[config.mk]
export PLATFORM = sky130hd
export DESIGN_NAME = arb_req_ctrl
export DESIGN_NICKNAME = d
export VERILOG_FILES = /design/src/rtl/arb_req_ctrl.sv
export SDC_FILE = /design/constraint.sdc
export NUM_CORES = 1
export LEC_CHECK = 0
export CAP_MARGIN = 20
export CORE_UTILIZATION = 29
export DETAILED_ROUTE_END_ITERATION = 8
export SYNTH_ARGS = -nofsm -noshare
export SYNTH_HDL_FRONTEND = slang
export SYNTH_SLANG_ARGS = --single-unit
[constraint.sdc]
create_clock -name i_clk -period 1.92 [get_ports i_clk]
set_input_delay 0.192 -clock i_clk [delete_from_list [all_inputs] [get_ports i_clk]]
set_output_delay 0.192 -clock i_clk [all_outputs]
set_load 0.05 [all_outputs]
[src/rtl/arb_req_ctrl.sv]
// -----------------------------------------------------------------------------
// arb_req_ctrl
// Requester-side controller for the fixed-priority channel arbiter in the 8x8
// optical switch control path. Per-channel requests accumulate in a pending
// set. That set is presented as a frozen arbitration request together with a
// one-hot first-priority vector. The returned grant is captured, and channel
// ownership is held until the owner releases or the hold timeout fires. First
// priority then rotates past the last owner to give round-robin fairness.
//
// Parameters
//   P_CHANNEL_NUM  number of requesting channels (width of channel vectors)
//   P_HOLD_MAX     max ownership cycles before forced release; 0 disables it
//   P_CNT_W        hold-counter width; must hold P_HOLD_MAX-1
//
// Ports
//   i_clk                 clock
//   i_rst                 asynchronous active-high reset
//   i_ch_req              per-channel request pulses/levels (set pending bits)
//   i_ch_release          per-channel release; only the owner's bit counts
//   o_ch_grant            registered one-hot current owner (0 when none)
//   o_ch_grant_valid      high while an owner holds the grant
//   o_arb_req             pending snapshot presented to the arbiter
//   o_arb_first_priority  one-hot highest-priority channel for arbitration
//   o_arb_req_valid       arbitration request valid (held until grant sampled)
//   i_arb_grant           arbiter grant
//   i_arb_grant_valid     arbiter grant valid
//   o_timeout             one-cycle pulse on forced release
//   o_grant_err           one-cycle pulse on an illegal sampled grant
// -----------------------------------------------------------------------------
module arb_req_ctrl #(
    parameter int P_CHANNEL_NUM = 8,
    parameter int P_HOLD_MAX    = 1024,
    parameter int P_CNT_W       = 16
) (
    input  logic                     i_clk,
    input  logic                     i_rst,
    input  logic [P_CHANNEL_NUM-1:0] i_ch_req,
    input  logic [P_CHANNEL_NUM-1:0] i_ch_release,
    output logic [P_CHANNEL_NUM-1:0] o_ch_grant,
    output logic                     o_ch_grant_valid,
    output logic [P_CHANNEL_NUM-1:0] o_arb_req,
    output logic [P_CHANNEL_NUM-1:0] o_arb_first_priority,
    output logic                     o_arb_req_valid,
    input  logic [P_CHANNEL_NUM-1:0] i_arb_grant,
    input  logic                     i_arb_grant_valid,
    output logic                     o_timeout,
    output logic                     o_grant_err
);

    localparam int N = P_CHANNEL_NUM;
    localparam logic [N-1:0] FP_RESET = {{(N-1){1'b0}}, 1'b1};
    localparam logic [P_CNT_W-1:0] HOLD_LAST =
        P_CNT_W'((P_HOLD_MAX == 0) ? 0 : P_HOLD_MAX - 1);

    typedef enum logic [1:0] {
        IDLE    = 2'd0,
        ARB     = 2'd1,
        HOLD    = 2'd2,
        RELEASE = 2'd3
    } state_t;

    state_t             state_q, state_d;
    logic [N-1:0]       pend_q, pend_d;
    logic [N-1:0]       clr;
    logic [N-1:0]       arb_req_q, arb_req_d;
    logic               arb_req_valid_q, arb_req_valid_d;
    logic [N-1:0]       grant_q, grant_d;
    logic               grant_valid_q, grant_valid_d;
    logic [N-1:0]       fp_q, fp_d;
    logic [P_CNT_W-1:0] cnt_q, cnt_d;
    logic               timeout_q, timeout_d;
    logic               err_q, err_d;
    logic               grant_legal;

    // Legal grant: exactly one bit set and that bit was actually requested.
    always_comb begin
        grant_legal = (i_arb_grant != '0)
                   && ((i_arb_grant & (i_arb_grant - N'(1))) == '0)
                   && ((i_arb_grant & ~arb_req_q) == '0);
    end

    always_ff @(posedge i_clk or posedge i_rst) begin
        if (i_rst) begin
            state_q         <= IDLE;
            pend_q          <= '0;
            arb_req_q       <= '0;
            arb_req_valid_q <= 1'b0;
            grant_q         <= '0;
            grant_valid_q   <= 1'b0;
            fp_q            <= FP_RESET;
            cnt_q           <= '0;
            timeout_q       <= 1'b0;
            err_q           <= 1'b0;
        end else begin
            state_q         <= state_d;
            pend_q          <= pend_d;
            arb_req_q       <= arb_req_d;
            arb_req_valid_q <= arb_req_valid_d;
            grant_q         <= grant_d;
            grant_valid_q   <= grant_valid_d;
            fp_q            <= fp_d;
            cnt_q           <= cnt_d;
            timeout_q       <= timeout_d;
            err_q           <= err_d;
        end
    end

    always_comb begin
        state_d         = state_q;
        clr             = '0;
        arb_req_d       = arb_req_q;
        arb_req_valid_d = arb_req_valid_q;
        grant_d         = grant_q;
        grant_valid_d   = grant_valid_q;
        fp_d            = fp_q;
        cnt_d           = cnt_q;
        timeout_d       = 1'b0;
        err_d           = 1'b0;

        case (state_q)
            IDLE: begin
                if (pend_q != '0) begin
                    arb_req_d       = pend_q;
                    arb_req_valid_d = 1'b1;
                    state_d         = ARB;
                end
            end
            ARB: begin
                if (i_arb_grant_valid) begin
                    arb_req_valid_d = 1'b0;
                    if (grant_legal) begin
                        grant_d       = i_arb_grant;
                        grant_valid_d = 1'b1;
                        clr           = i_arb_grant;
                        cnt_d         = '0;
                        state_d       = HOLD;
                    end else begin
                        err_d   = 1'b1;
                        state_d = IDLE;
                    end
                end
            end
            HOLD: begin
                cnt_d = cnt_q + P_CNT_W'(1);
                // A release wins over a same-cycle timeout.
                if ((i_ch_release & grant_q) != '0) begin
                    state_d = RELEASE;
                end else if ((P_HOLD_MAX != 0) && (cnt_q == HOLD_LAST)) begin
                    timeout_d = 1'b1;
                    state_d   = RELEASE;
                end
            end
            RELEASE: begin
                grant_d       = '0;
                grant_valid_d = 1'b0;
                fp_d          = {grant_q[N-2:0], grant_q[N-1]};
                state_d       = IDLE;
            end
            default: state_d = IDLE;
        endcase

        pend_d = (pend_q | i_ch_req) & ~clr;
    end

    assign o_ch_grant           = grant_q;
    assign o_ch_grant_valid     = grant_valid_q;
    assign o_arb_req            = arb_req_q;
    assign o_arb_first_priority = fp_q;
    assign o_arb_req_valid      = arb_req_valid_q;
    assign o_timeout            = timeout_q;
    assign o_grant_err          = err_q;

endmodule

# [Yosys cells after proc, flatten, opt, wreduce, memory -nomap -nowiden]
# Index checks and enable logic that the tools add are counted.
[totals] inputBits=27 wordCells=70 ff_bits=54
[op_classes] n_mux=27 reduce_logical=16 n_eq_ne=8 bitwise_logic=7 n_addsub=2
[op_table] op="8-bit two-way mux" n=5
[op_table] op="8-bit bitwise AND" n=4
[op_table] op="16-bit two-way mux" n=2
[op_table] op="16-bit case mux with 2 select lines" n=1
[op_table] op="8-bit nonzero test" n=3
[op_table] op="16-bit by 1-bit adder with 16-bit output (second input constant)" n=1
[op_table] op="16-bit by 10-bit == test with 1-bit output (second input constant)" n=1
[op_table] op="8-bit logical NOT" n=2
[op_table] op="8-bit NOT" n=2
[op_table] op="8-bit case mux with 2 select lines" n=1
[op_table] op="3-bit AND reduction" n=4
[op_table] op="1-bit two-way mux" n=10
[op_table] op="2-bit two-way mux" n=5
[op_table] op="8-bit bitwise OR" n=1
[op_table] op="2-bit case mux with 4 select lines" n=1
[op_table] op="8-bit by 1-bit subtractor with 8-bit output (second input constant)" n=1
[op_table] op="2-bit inequality test (second input constant)" n=3
[op_table] op="2-bit nonzero test" n=3
[op_table] op="2-bit == test (second input constant)" n=2
[op_table] op="1-bit case mux with 2 select lines" n=2
[op_table] op="3-bit inequality test (second input constant)" n=1
[op_table] op="2-bit by 1-bit == test with 1-bit output (second input constant)" n=1
[op_table] op="1-bit logical AND" n=2
[op_table] op="2-bit logical NOT" n=1
[op_table] op="2-bit AND reduction" n=1

# [Depth between registers and ports, before layout]
# Gate-level depths: netlist of the first run.
[logic_depth] ltp_word=10 mapped_depth=6 depth_no_buf=6

# [Worst setup path after synthesis of the first run]
# Ideal clock, no wire load.
[synth_path] kind="flip-flop to flip-flop" start="register arb_req_q[7], in the netlist o_arb_req[7]" end="register grant_q[0], in the netlist o_ch_grant[0]" n_path_buf=1 required_time_ps=1798 path_stages_with_launch=7 t_arrival_ps=2098 setup_ps=122 path_slack_ps=-300 path_cell_list="dfrtp_1 -> inv_1 -> a222oi_1 -> nand4_1 -> or4_1 -> buf_2 -> a32o_1"
[synth_between] elab_chain_cells=6
[synth_rtl] item="from (decl)" line_no="65" text="logic [N-1:0] arb_req_q, arb_req_d;"
[synth_rtl] item="from (signal assigned)" line_no="97" text="arb_req_q <= arb_req_d;"
[synth_rtl] item="8-bit NOT" line_no="79" text="&& ((i_arb_grant & ~arb_req_q) == '0);"
[synth_rtl] item="8-bit bitwise AND" line_no="79"
[synth_rtl] item="8-bit logical NOT" line_no="79"
[synth_rtl] item="1-bit logical AND" line_no="79"
[synth_rtl] item="2-bit inequality test (no line)"
[synth_rtl] item="3-bit AND reduction (no line)"
[synth_rtl] item="to (signal assigned)" line_no="99" text="grant_q <= grant_d;"
[synth_rtl] item="to (decl)" line_no="67" text="logic [N-1:0] grant_q, grant_d;"
# Every way passes these cells.
# A chain may end at the register's enable or synchronous reset.

# [Worst setup path after layout of the first run]
[layout_path] start="input i_arb_grant[2]" end="register grant_q[5], in the netlist o_ch_grant[5]"
[layout_between] elab_chain_cells=7
[layout_rtl] item="from (decl)" line_no="44" text="input logic [P_CHANNEL_NUM-1:0] i_arb_grant,"
[layout_rtl] item="8-bit by 1-bit subtractor with 8-bit output" line_no="78" text="&& ((i_arb_grant & (i_arb_grant - N'(1))) == '0)"
[layout_rtl] item="8-bit bitwise AND" line_no="78"
[layout_rtl] item="8-bit logical NOT" line_no="78"
[layout_rtl] item="1-bit logical AND" line_no="78"
[layout_rtl] item="1-bit logical AND (*)" line_no="79"
[layout_rtl] item="2-bit inequality test (no line) (*)"
[layout_rtl] item="3-bit AND reduction (no line) (*)"
# Every way passes the cells marked *; elsewhere a longest branch is shown, timed or not.

==> impl_results.md, run 1 <==
* Synth cell types at 41
* Vias per inst at just over 5
* Worst Skew at about 0.020 ns
* Initial antenna violation count at 0
* Clk pin slew, worst setup/hold paths at 0.11 ns
* Slew @ Worst Pin at 0.553 ns
* # DRC at 0
* Fmax at ~0.52 GHz
* Area leader, netlist: dfrtp_1
* Starting Density at 0.302
* R2R setup slack at around 0.0076 ns
* Clock sink total at 54
* CTS Hold Bufs at 0
* Top-count cell post-synth: dfrtp_1
* Comb pwr share at 0.075
* H-tree depth at 2
* Final WL at a little under 7 mm
* Max-Cap Viols at 0
* Asr flop ratio synth at 1.00
* Net Sw Power at ~450 uW
* Hold Path Class: primary input to flip-flop
* Vias at roughly 2300
* Fin area at 3710 um^2
* Worst IR Drop VDD at approximately 0.00026 V
* Placed Area at between 3000 and 4000 um^2
* Post-synth top flop: dfrtp_1
* Switching share of power at 0.233
* P_leak at around 1.5 nW
* Number of synthesized flops with an enable pin at 0
* RePlAce Congestion at approximately 0.88
* Worst EP arrival at 2.11 ns
* Cell Count Post-Placement at between 400 and 500
* Initial DRT Pass Iterations at 5
* Sequential power share at 0.591
* Clock latency on the worst-skew pair at a little over 0.3 ns
* Critical path type: primary input to flip-flop
* CP endpoint kind: flip-flop
* Yosys top cell area share at 0.532
* Power Dens Cells at ~520 nW/um^2
* Site row count at 33
* CP Data Required Time at roughly 2.1 ns
* Int Pwr at around 1.5 mW
* IO Port Bufs at 54
* Yosys warning count at 0
* Slew HR at 0.631
* RSZ-0062 raised after global routing: yes
* Outcome: complete, no violations
* DPL Wire Length at approximately 4.8 mm
* Power share of the clock group at 0.334
* Routed Antenna Nets at 0
* Max Slew Vio Count at 0
* Tcrit/Tclk final at 0.996
* Die width at between 90 and 100 um
* Routed length per instance at about 15 um
* Initial drt markers at approximately 100
* Power consumption at around 1.9 mW
* Diode count at 0
* Total GRT Usage at 0.166
* I/O pin count at 55
* Core area at roughly 8300 um^2
* Die Y at roughly 95 um
* Top cells by count, synth: dfrtp_1 (53), nand2_1 (43), nor2_1 (16)
* Post-Layout Cell Count at around 450
* Root buf cell: clkbuf_8
* Cell count after synthesis at about 250
* Layout Utilization at 0.449
* Avg Inst Size Synth at 9.82 um^2
* Gr ovfl total at 0
* Final Setup Violations at 0
* Synth area leaders: dfrtp_1 (53%), nand2_1 (6.5%), mux2_2 (3.6%)
* Highest net fanout along the worst path at 7
* Area grow syn2layout at 48.6%
* DIE AREA at ~9000 um^2
* Cts bufs inserted at 5
* Min cycle time layout at roughly 1.9 ns
* Final count of hold timing violations at 0
* CTS tree: done
* Final #Nets at 371
* Mapped Nets at between 200 and 300
* Number of synthesized register bits at 54
* Largest net degree at the start of global routing at 55
* Vias in the first global route at approximately 2300
* First-pass GRT wire length at 11.6 mm
* Register area share after synthesis at 0.542
* CP Launch Type: primary input
* Post-Syn Area at roughly 2500 um^2
* Clock buffer depth at 2
* Fraction of layout cells with a size suffix above 1 at 0.250
[layout by cell type, fill, tap and decap left out, types with 6 or more instances in the layout]
cell / synthesis / routed
a21oi_2: 0 / 8
dlygate4sd2_1: 0 / 6
nor2_1: 16 / 15
or3_1: 6 / 6
o21ai_1: 10 / 6
o211ai_1: 7 / 7
nand2_1: 43 / 43
o21ai_0: 9 / 9
clkdlybuf4s50_1: 0 / 47
dfrtp_1: 53 / 49
inv_1: 9 / 6
a32o_1: 8 / 8
nand3_1: 9 / 9
mux2_2: 8 / 8
buf_4: 0 / 28
[what timing repair did]
action / in CTS / in global routing
endpoints found under the setup margin: 35 / 35
gates cloned: 3 / 1
hold endpoints to repair: 0 / 0
pin swaps: 14 / 21
resized for setup: 18 / 22
buffers inserted: 4 / 2
[registers in the layout, indices dropped and copies added, names as in the netlist, named ones only]
name and cells:
state_q 1, o_ch_grant_valid 1, o_grant_err 1, o_arb_req 8
o_ch_grant 8, cnt_q 16, o_arb_first_priority 8, o_timeout 1
pend_q 8, o_arb_req_valid 1
[layer usage]
| metal | track usage | vias to the layer above | wire length, um | share of wire |
|---|---|---|---|---|
| met4 | 0.0379 | 0 | 38 | 0.0055 |
| met3 | 0.0314 | 2 | 295 | 0.043 |
| met2 | 0.260 | 50 | 3290 | 0.48 |
| met1 | 0.236 | 1155 | 3290 | 0.48 |
| met5 | 0 | - | 0 | 0 |
| li1 | - | 1105 | - | - |
[power groups by stage]
stage               Clock (mW)  Sequential, mW  Combinational, mW
floorplan                    0            1.16             0.0318
global placement             0            1.16              0.142
detailed placement           0            1.16              0.142
CTS                      0.672            1.14              0.143
global route             0.727            1.14              0.158
finish                   0.643            1.14              0.145
[stage by stage]
| step | TNS (ns) | hold WS [ns] | setup WS (ns) |
|---|---|---|---|
| 6_report | 0 | 0.214 | 0.00757 |
| 5_1_grt | -2.28 | 0.234 | -0.106 |
| 4_1_cts | -0.875 | 0.242 | -0.114 |
| 3_5_place_dp | -14.04 | 0.494 | -0.500 |
| 3_3_place_gp | -13.69 | 0.492 | -0.480 |
| 2_1_floorplan | -0.444 | 0.277 | -0.0528 |
[worst paths after layout]
| path | start | to | depth (start not counted) |
|---|---|---|---|
| max | i_arb_grant[2] | o_ch_grant[5]$_DFFE_PP0P_ | 10 |
| min | i_arb_grant[7] | pend_q[7]$_DFF_PP0_ | 2 |
| max reg2reg | o_arb_req[7]$_DFFE_PP0P_ | o_ch_grant[5]$_DFFE_PP0P_ | 6 |
| min reg2reg | o_arb_first_priority[7]$_DFFE_PP0P_ | o_arb_first_priority[7]$_DFFE_PP0P_ | 1 |
| max in group asynchronous | i_rst | o_arb_first_priority[0]$_DFFE_PP1P_ | 3 |
| min in group asynchronous | i_rst | o_arb_req[2]$_DFFE_PP0P_ | 3 |
[area by class of cell]
type                            instances  area (um^2)
Sequential cell                        54         1360
Inverter                                9         33.8
Tap cell                              105          131
Fill cell                             807         4550
Multi-Input combinational cell        181         1170
Clock buffer                            6         72.6
Timing Repair Buffer                   92          926
Clock inverter                          2         16.3
[worst max-delay path, cell delays in order]
cell and delay [ns]:
dlygate4sd2_1 0.25, buf_4 0.14, nor4_2 0.24, buf_4 0.16, mux2_4 0.32, o2111ai_4 0.23
nor3_4 0.07, buf_4 0.15, buf_16 0.13, a32o_1 0.21
[logic make-up (layout without fill, tap and decap cells)]
logic type,Yosys count,after routing,share of synthesized area
adders and majority gates,1,1,0.00501
AOI/OAI and AO/OA,63,63,0.171
buffers and inverters,19,109,0.0291
and+or+nand+nor,107,107,0.209
muxes,9,9,0.0406
xor gates and xnor gates,1,1,0.00351
DFF,54,54,0.542
No activity file was read; power rests on OpenSTA's default activity.
==> run 2, diff against run 1 <==
CTS_CLUSTER_DIAMETER = 50   (was unset)
==> results of run 2 <==
Final layout, timing and power as in run 1 (identical DEF).
==> run 3, diff against run 2 <==
CORE_UTILIZATION = 45   (was 29)
PLACE_DENSITY = 0.75   (was unset)
==> run 3 against run 2 <==
Net effect: the flow now finishes with violations (negative setup slack); combinational power hardly changed; clock power increased by 2%; flip-flop and latch count did not move; hold slack worse by 0.043 ns; sequential power about the same; total power increased by 0.70%; via count fell by 2.2%; fmax down 1.2%; cell area shrank 6.1%; utilization rose by 22 points; die area down 35%; critical path type is now flip-flop to flip-flop.
==> impl_results.md, run 3 (synthesized netlist as in run 1, its figures left out) <==
* Outcome: finished, violations left
* Failing checks: negative setup slack
* Starting Density at 0.476 (+0.174)
* Worst slack, placed at -0.639 ns (-0.139 ns)
* Slew HR at 0.654 (+0.0231)
* Most frequent cells in the layout: dfrtp_1 (49), clkdlybuf4s50_1 (48), nand2_1 (43), buf_4 (26), nor2_1 (16)
* Final WL at 6.49 mm (-6.2%)
* Final worst slack at -0.0164 ns (-0.0240 ns)
* Worst r2r src: o_arb_req[7]$_DFFE_PP0P_
* Worst Skew at 0.00580 ns (-0.0138 ns)
* Fin area at 3480 um^2 (-6.1%)
* I/O pin count at 55 (unchanged)
* Routed Antenna Nets at 0 (unchanged)
* Layout fillers at 412 (-49%)
* DIE AREA at 5850 um^2 (-35%)
* Clock buffer depth at 2 (unchanged)
* Sequential power share at 0.586 (-0.005)
* Clock latency on the worst-skew pair at 0.31 ns (about the same)
* First-pass GRT wire length at 10.5 mm (-8.9%)
* Initial DRT Pass Iterations at 5 (unchanged)
* # DRC at 0 (unchanged)
* Net Sw Power at 430 uW (-4.0%)
* CTS Hold Bufs at 0 (unchanged)
* Clock sink total at 54 (unchanged)
* CP Data Required Time at 2.12 ns (about the same)
* Power share of the clock group at 0.338 (+0.004)
* Critical path type: flip-flop to flip-flop
* Min cycle time layout at 1.94 ns (+0.0240 ns)
* Total GRT Usage at 0.229 (+0.0629)
* Highest net fanout along the worst path at 5 (-2)
* Power consumption at 1.94 mW (+0.70%)
* Die width at 76.5 um (-19%)
* H-tree depth at 2 (unchanged)
* Vias at 2261 (-2.2%)
* Fraction of layout cells with a size suffix above 1 at 0.199 (-0.0506)
* Die Y at 76.5 um (-19%)
* RSZ-0062 raised after global routing: yes
* Vias per inst at 5.57 (+8.2%)
* CP startpoint: o_arb_req[7]$_DFFE_PP0P_
* Cts bufs inserted at 5 (unchanged)
* Max reg flops at 16 (unchanged)
* Gr ovfl total at 0 (unchanged)
* Slew @ Worst Pin at 0.517 ns (-0.0363 ns)
* Placed Area at 3300 um^2 (-2.1%)
* Worst IR Drop VDD at 0.000421 V (+64%)
* RePlAce Congestion at 0.829 (-5.3%)
* IO Port Bufs at 54 (unchanged)
* DPL Wire Length at 4.42 mm (-7.9%)
* Clk pin slew, worst setup/hold paths at 0.09 ns (-0.02 ns)
* Final count of hold timing violations at 0 (unchanged)
* CTS tree: done
* Worst EP arrival at 2.13 ns (+0.02 ns)
* Site row count at 26 (-21%)
* Switching share of power at 0.222 (-0.0109)
* Core area at 5240 um^2 (-37%)
* Area grow syn2layout at 39.6%
* Tcrit/Tclk final at 1.01 (+0.0125)
* Routed length per instance at 16.0 um (+3.7%)
* Layout Utilization at 0.665 (+0.216)
* Hold Path Class: primary input to asynchronous set/reset pin
* Most flop-heavy register: cnt_q
* P_leak at 1.44 nW (-5.5%)
* Initial drt markers at 189 (+85%)
* Int Pwr at 1.51 mW (+2.1%)
* Max-Cap Viols at 0 (unchanged)
* Root buf cell: clkbuf_8
* Most common cell after layout, fill and taps aside: dfrtp_1
* CP Launch Type: flip-flop
* Vias in the first global route at 2237 (-0.71%)
* Diode count at 0 (unchanged)
* Largest net degree at the start of global routing at 39 (-29%)
* Final Setup Violations at 5 (+5)
* Final #Nets at 363 (-2.2%)
* Comb pwr share at 0.076 (about the same)
* Fmax at 0.516 GHz (-1.2%)
* CP endpoint kind: flip-flop
* Max Slew Vio Count at 0 (unchanged)
* Power Dens Cells at 556 nW/um^2 (+7.2%)
* Initial antenna violation count at 0 (unchanged)
[run 3: cell type report]
type                    instances  area, um^2  share of cell area
clock buffers                   7        86.3              0.0248
multi-input cells             182        1140               0.328
flip-flops and latches         54        1360               0.390
repair buffers                 83         771               0.221
inverters                       9        33.8             0.00970
clock inverters                 1        5.00             0.00144
well taps                      70        87.6              0.0252
[run 3: routing by layer]
metal / share of wire / wire length [um] / vias up / global-route usage
met1: 0.47 / 3030 / 1088 / 0.312
met3: 0.047 / 302 / 13 / 0.0527
met2: 0.47 / 3080 / 71 / 0.366
met5: 0 / 0 / - / 0
met4: 0.012 / 78 / 0 / 0.0635
li1: - / - / 1089 / -
[run 3: final timing paths]
path,to,slack [ns],cells past startpoint
setup / recovery,o_ch_grant[3]$_DFFE_PP0P_,-0.02,6
hold / removal,pend_q[3]$_DFF_PP0_,0.17,2
setup reg to reg,o_ch_grant[3]$_DFFE_PP0P_,-0.02,6
hold reg to reg,o_arb_first_priority[2]$_DFFE_PP0P_,0.51,1
max in group asynchronous,o_arb_first_priority[0]$_DFFE_PP1P_,1.16,3
min in group i_clk,pend_q[7]$_DFF_PP0_,0.35,2
[run 3: power by group through the flow]
stage	Combinational [mW]	Sequential [mW]	Clock, mW
6_report	0.147	1.14	0.654
4_1_cts	0.147	1.14	0.673
3_3_place_gp	0.140	1.16	0
2_1_floorplan	0.0318	1.16	0
5_1_grt	0.158	1.14	0.712
3_5_place_dp	0.141	1.16	0
[run 3: worst max-delay path: stages, from the launching register on]
cell and delay, ns:
dfrtp_2 0.37, inv_2 0.04, a222oi_1 0.36, nand4_1 0.16
buf_4 0.17, or4_4 0.47, a32o_1 0.25
[run 3: metrics by stage]
step           std cells  hold WS [ns]  setup TNS (ns)
6_report             406         0.171         -0.0323
5_1_grt              406         0.189          -0.351
4_1_cts              403         0.182          -0.345
3_5_place_dp         394         0.493          -17.69
3_3_place_gp         394         0.483          -14.45
2_1_floorplan        254         0.277          -0.444
[run 3: what timing repair did]
| action | CTS | global route |
|---|---|---|
| resized for setup | 18 | 6 |
| pin swaps | 11 | 8 |
| endpoints found under the setup margin | 35 | 34 |
| buffers inserted | 0 | 1 |
| cloned | 1 | 2 |
